File: config.mk
export PLATFORM = sky130hd
export DESIGN_NAME = temp_sensor_ctrl
export DESIGN_NICKNAME = d
export VERILOG_FILES = /design/src/rtl/temp_sensor_ctrl_pkg.sv /design/src/rtl/temp_sclk_gen.sv /design/src/rtl/temp_sensor_ctrl.sv
export SDC_FILE = /design/constraint.sdc
export NUM_CORES = 1
export LEC_CHECK = 0
export ABC_AREA = 1
export CORE_ASPECT_RATIO = 0.5
export CORE_MARGIN = 1.5
export CORE_UTILIZATION = 35
export CTS_BUF_LIST = sky130_fd_sc_hd__clkbuf_2 sky130_fd_sc_hd__clkbuf_4 sky130_fd_sc_hd__clkbuf_8
export DETAILED_ROUTE_END_ITERATION = 10
export PLACE_DENSITY = 0.64
export SYNTH_ARGS = -nofsm -noshare
export SYNTH_HDL_FRONTEND = slang
export SYNTH_HIERARCHICAL = 1
export SYNTH_SLANG_ARGS = --single-unit
File: constraint.sdc
create_clock -name clk -period 1.88 [get_ports clk]
set_input_delay 0.282 -clock clk [delete_from_list [all_inputs] [get_ports clk]]
set_output_delay 0.282 -clock clk [all_outputs]
set_load 0.02 [all_outputs]
File: src/rtl/temp_sensor_ctrl_pkg.sv
// Shared definitions for the temperature-sensor peripheral: bus map, status bits
// and controller state encoding.
package temp_sensor_ctrl_pkg;

    localparam logic [31:0] TEMP_BASE_ADDR = 32'h7004_0000;

    localparam logic [3:0] OFF_CTRL   = 4'h0;
    localparam logic [3:0] OFF_DATA   = 4'h4;
    localparam logic [3:0] OFF_THRESH = 4'h8;

    localparam int STAT_BUSY  = 0;
    localparam int STAT_VALID = 1;
    localparam int STAT_ALARM = 2;

    typedef enum logic [1:0] {
        ST_IDLE  = 2'd0,
        ST_SETUP = 2'd1,
        ST_SHIFT = 2'd2,
        ST_DONE  = 2'd3
    } temp_state_t;

endpackage

File: src/rtl/temp_sclk_gen.sv
// Serial clock generator: divider down-counter with terminal-count compare,
// producing the sclk level, a rise strobe and an end-of-low-phase strobe.
module temp_sclk_gen #(
    parameter int CLK_DIV = 4
) (
    input  logic clk,
    input  logic rst,
    input  logic clear_i,
    input  logic run_i,
    input  logic rise_en_i,
    output logic sclk_o,
    output logic rise_o,
    output logic end_o
);

    localparam int CW = (CLK_DIV > 1) ? $clog2(CLK_DIV) : 1;

    logic [CW-1:0] div_cnt_q;
    logic          sclk_q;
    logic          tc;

    assign tc     = run_i && (div_cnt_q == '0);
    // Strobes describe what the coming clk edge does to sclk.
    assign end_o  = tc && !sclk_q;
    assign rise_o = tc && !sclk_q && rise_en_i;
    assign sclk_o = sclk_q;

    always_ff @(posedge clk) begin
        if (rst) begin
            div_cnt_q <= '0;
            sclk_q    <= 1'b0;
        end else if (clear_i) begin
            div_cnt_q <= CW'(CLK_DIV - 1);
            sclk_q    <= 1'b0;
        end else if (run_i) begin
            if (tc) begin
                div_cnt_q <= CW'(CLK_DIV - 1);
                if (sclk_q)
                    sclk_q <= 1'b0;
                else if (rise_en_i)
                    sclk_q <= 1'b1;
            end else begin
                div_cnt_q <= div_cnt_q - CW'(1);
            end
        end else begin
            sclk_q <= 1'b0;
        end
    end

endmodule

File: src/rtl/temp_sensor_ctrl.sv
// Memory-mapped temperature-sensor controller: CTRL/STATUS, DATA, THRESH registers
// and the frame sequencer for a 3-wire serial ADC.
//
//   state    | meaning
//   ---------+----------------------------------------------------------
//   ST_IDLE  | no conversion; cs_n high, waiting for a start write
//   ST_SETUP | cs_n low, sclk held low for one half-period before bit 1
//   ST_SHIFT | FRAME_BITS sclk periods, sdo sampled on each rising edge
//   ST_DONE  | one cycle: latch sample, set valid/alarm, pulse done_o
module temp_sensor_ctrl
    import temp_sensor_ctrl_pkg::*;
#(
    parameter int CLK_DIV    = 4,
    parameter int FRAME_BITS = 16,
    parameter int DATA_BITS  = 12
) (
    input  logic        clk,
    input  logic        rst,
    input  logic        req_i,
    input  logic        we_i,
    input  logic [31:0] addr_i,
    input  logic [31:0] data_i,
    output logic [31:0] data_o,
    output logic        adc_cs_n_o,
    output logic        adc_sclk_o,
    input  logic        adc_sdo_i,
    output logic        done_o
);

    localparam int BW = $clog2(FRAME_BITS + 1);

    temp_state_t           state_q, state_d;
    logic [BW-1:0]         bit_cnt_q;
    logic [FRAME_BITS-1:0] shift_q;
    logic [DATA_BITS-1:0]  data_q;
    logic [DATA_BITS-1:0]  thresh_q;
    logic                  valid_q;
    logic                  alarm_q;
    logic                  cs_n_q;

    logic wr, start_acc, thresh_wr;
    logic sclk_run, rise_en, sclk_rise, sclk_end;
    logic unused_ok;

    assign wr        = req_i && we_i;
    assign start_acc = wr && (addr_i[3:0] == OFF_CTRL) && data_i[0] && (state_q == ST_IDLE);
    assign thresh_wr = wr && (addr_i[3:0] == OFF_THRESH);
    assign unused_ok = &{1'b0, addr_i[31:4], data_i[31:DATA_BITS], shift_q[FRAME_BITS-1:DATA_BITS]};

    temp_sclk_gen #(.CLK_DIV(CLK_DIV)) u_sclk_gen (
        .clk       (clk),
        .rst       (rst),
        .clear_i   (start_acc),
        .run_i     (sclk_run),
        .rise_en_i (rise_en),
        .sclk_o    (adc_sclk_o),
        .rise_o    (sclk_rise),
        .end_o     (sclk_end)
    );

    always_comb begin
        state_d  = state_q;
        sclk_run = (state_q == ST_SETUP) || (state_q == ST_SHIFT);
        // No further rising edge once every frame bit has been clocked in.
        rise_en  = (state_q == ST_SETUP) || ((state_q == ST_SHIFT) && (bit_cnt_q != '0));
        case (state_q)
            ST_IDLE:  if (start_acc) state_d = ST_SETUP;
            ST_SETUP: if (sclk_end) state_d = ST_SHIFT;
            ST_SHIFT: if (sclk_end && (bit_cnt_q == '0)) state_d = ST_DONE;
            ST_DONE:  state_d = ST_IDLE;
            default:  state_d = ST_IDLE;
        endcase
    end

    always_ff @(posedge clk) begin
        if (rst) begin
            state_q   <= ST_IDLE;
            cs_n_q    <= 1'b1;
            bit_cnt_q <= '0;
            shift_q   <= '0;
            data_q    <= '0;
            thresh_q  <= '1;
            valid_q   <= 1'b0;
            alarm_q   <= 1'b0;
        end else begin
            state_q <= state_d;
            cs_n_q  <= !((state_d == ST_SETUP) || (state_d == ST_SHIFT));
            if (thresh_wr)
                thresh_q <= data_i[DATA_BITS-1:0];
            if (start_acc) begin
                bit_cnt_q <= BW'(FRAME_BITS);
                shift_q   <= '0;
                valid_q   <= 1'b0;
                alarm_q   <= 1'b0;
            end else if (sclk_rise) begin
                bit_cnt_q <= bit_cnt_q - BW'(1);
                shift_q   <= {shift_q[FRAME_BITS-2:0], adc_sdo_i};
            end
            // Compare uses the threshold held during DONE, not a same-cycle write.
            if (state_q == ST_DONE) begin
                data_q  <= shift_q[DATA_BITS-1:0];
                valid_q <= 1'b1;
                alarm_q <= (shift_q[DATA_BITS-1:0] >= thresh_q);
            end
        end
    end

    assign adc_cs_n_o = cs_n_q;
    assign done_o     = (state_q == ST_DONE);

    always_comb begin
        data_o = '0;
        case (addr_i[3:0])
            OFF_CTRL: begin
                data_o[STAT_BUSY]  = (state_q != ST_IDLE);
                data_o[STAT_VALID] = valid_q;
                data_o[STAT_ALARM] = alarm_q;
            end
            OFF_DATA:   data_o[DATA_BITS-1:0] = data_q;
            OFF_THRESH: data_o[DATA_BITS-1:0] = thresh_q;
            default:    data_o = '0;
        endcase
    end

endmodule

==> impl_metrics.yaml <==
cts:
  cts-root-buf: "clkbuf_8"
  htreeDepth: 2
  cts_made_buffers: 5
  cts_tree: "built"
  clk_pin_slew_ns: 0.09
  clockBufferDepth: 2
  post_cts_buffers: 0
  cts_hold_buffers: 0
  clk_latency_ns: 0.30
  cts.sinks: 49
synth:
  synth_xor_area_frac: 0.00329
  synth-simple-area-share: 0.240
  ys_seq_area_frac: 0.369
  synth_area_um2: 2660
  ys_ff_latch: 49
  synthMuxAreaShare: 0
  synth_compound_area_frac: 0.144
  synth.avg_cell_area_um2: 7.11
  synth_fa_ha_area_frac: 0.0847
  synth_top_family_by_area: "simple AND/OR/NAND/NOR gates"
  netlist_instances: 374
  ys_warn_count: 6
  ys_types: 30
cells_and_area:
  num_antenna_cells: 0
  nNetsFinal: 504
  mostFrequentLayoutCells: "nand2_1 (82), dfxtp_1 (47), inv_1 (44)"
  final_cells: 514
  drive_above_1_share: 0.141
  num-fill-cells: 780
  final_core_util: 0.433
  syn2layout_area_growth_pct: 19.8
  layout_commonest_cell: "nand2_1"
timing:
  period_share: 0.956
  slew_viol_final: 0
  grt_setup_unrepaired: "true"
  fin_tns_setup_ns: 0
  min_period_ns: 1.80
  fmax_mhz: 556
  setup_viol: 0
  fin_skew_ns: 0.0103
  hold_viol: 0
job:
  maxCapViolations: 0
pwr:
  power_density_nw_per_um2: 680
  leakage_nw: 1.64
  peakVddDrop_mv: 0.273
  totalPowerFinal_mw: 2.17
die:
  start_util: 0.362
  num_rows: 22
  die_h_um: 64.6
  die_w_um: 126
  design.core.area_um2: 7350
  dieArea_um2: 8160
  io_pins: 104
drt:
  drc: 0
  num_vias: 2289
  wire_per_inst_um: 11.2
  ant_nets: 0
  wirelength_mm: 5.73
  drt-pass1-iter-count: 4
  viasPerCell: 4.45
  drt_iter0_markers: 134
grt:
  antenna_found_initial: 0
  grt_use_total: 0.150
  grt_max_degree: 24
  grt_remaining_overflow: 0
  grt_pass1_vias: 2152
  grt_pass1_wl_mm: 9.95
critical_path:
  crit_required_ns: 1.60
  cp-start-kind: "input port"
  cp_num_buf_inv: 6
  path_cells: "clkdlybuf4s50_1, inv_1, nand2_1, inv_2, nand3_1, inv_1, buf_12, nand2_1, o21ai_0, clkbuf_2"
  cpMaxStageDelayCell: "clkdlybuf4s50_1"
  end_kind: "primary output"
  crit_family: "buffers and inverters"
  cp_max_fo: 12
  max_stage_delay_ns: 0.40
  worstSetupPathType: "in -> out"
  arrival_ns: 1.52
place:
  portBuffers: 35
  dp.cells: 506
  place.gp.congestion: 0.794
  place_hpwl_mm: 4.15
outcome:
  status: "complete, no violations"
hold_path:
  worst_hold_path_type: "reg -> reg"
==> area by class of cell <==
class | count | area (um^2) | share of cell area
clock buffer | 6 | 76.3 | 0.0240
clock inverter | 2 | 38.8 | 0.0122
inverter | 49 | 184 | 0.0577
multi-input combinational | 262 | 1350 | 0.425
sequential | 49 | 983 | 0.309
tap | 96 | 120 | 0.0377
timing repair buffer | 50 | 430 | 0.135
==> what timing repair did <==
| action | in CTS | in global routing |
|---|---|---|
| resized for setup | 49 | 19 |
| pin swaps | 0 | 3 |
| endpoints found under the setup margin | 13 | 23 |
==> tightest hold or removal path, delay by kind of cell, from the launching register on <==
family	cells	cell delay, ns
DFF	1	0.32
AOI/OAI and AO/OA	1	0.06
and+or+nand+nor	1	0.05
==> power by group <==
part	internal, mW	switching (mW)
Clock	0.414	0.366
Combinational	0.131	0.187
Sequential	1.06	0.00850
Total	1.60	0.562
==> layer usage <==
layer / track usage / share of wire / vias up
met5: 0 / 0 / -
met4: 0.0431 / 0.0091 / 0
met3: 0.0264 / 0.028 / 8
met2: 0.268 / 0.47 / 35
met1: 0.189 / 0.49 / 1018
li1: - / - / 1228
==> final timing paths <==
check,end,slack (ns),cells past startpoint,start
min reg2reg,shift_q[1]$_SDFFE_PP0P_,0.46,2,shift_q[0]$_SDFFE_PP0P_
min,shift_q[1]$_SDFFE_PP0P_,0.46,2,shift_q[0]$_SDFFE_PP0P_
max,data_o[4],0.08,10,addr_i[0]
max reg2reg,shift_q[0]$_SDFFE_PP0P_,0.14,15,bit_cnt_q[0]$_SDFFE_PP0P_
==> flip-flops by register name, indices dropped and copies added (netlist names) <==
signal,cells
adc_cs_n_o,1
alarm_q,1
bit_cnt_q,5
data_q,12
shift_q,12
state_q,2
thresh_q,12
u_sclk_gen/div_cnt_q,2
u_sclk_gen/sclk_o,1
valid_q,1
==> through the flow <==
step	worst slack [ns]	instance area [um^2]	hold WS (ns)
after floorplan	0.150	2730	0.351
after global placement	-0.442	3100	0.441
after detailed placement	-0.445	3100	0.452
after CTS	-0.0710	3220	0.457
after global routing	-0.0582	3190	0.477
final	0.0825	3190	0.457
==> cells in the mapped netlist <==
cell type,number,share of area
nand2_1,82,0.12
buf_2,6,0.011
inv_2,3,0.0042
nand3_1,14,0.026
nand2_2,5,0.012
clkbuf_1,3,0.0042
nand2_4,3,0.013
nor2_4,1,0.0042
o21ai_1,10,0.019
inv_1,45,0.064
a21oi_2,1,0.0033
clkinv_1,1,0.0014
o211ai_1,3,0.0085
xor2_1,1,0.0033
nand3_2,1,0.0038
dfxtp_1,49,0.37
clkbuf_2,1,0.0019
a21oi_1,31,0.058
or2_2,1,0.0024
nand4_1,1,0.0024
buf_4,21,0.059
and2_1,1,0.0024
buf_6,1,0.0042
nor2_2,1,0.0024
conb_1,1,0.0014
buf_12,1,0.0075
nor2_1,38,0.054
o21ai_0,29,0.055
nand3b_1,1,0.0028
ha_1,18,0.085
==> cells by family after synthesis <==
kind of cell               after synthesis
adders and majority gates               18
AOI/OAI and AO/OA                       74
and+or+nand+nor                        149
buffers and inverters                   82
other                                    1
xor gates and xnor gates                 1
DFF                                     49
Power figures use the tool's default switching activity.
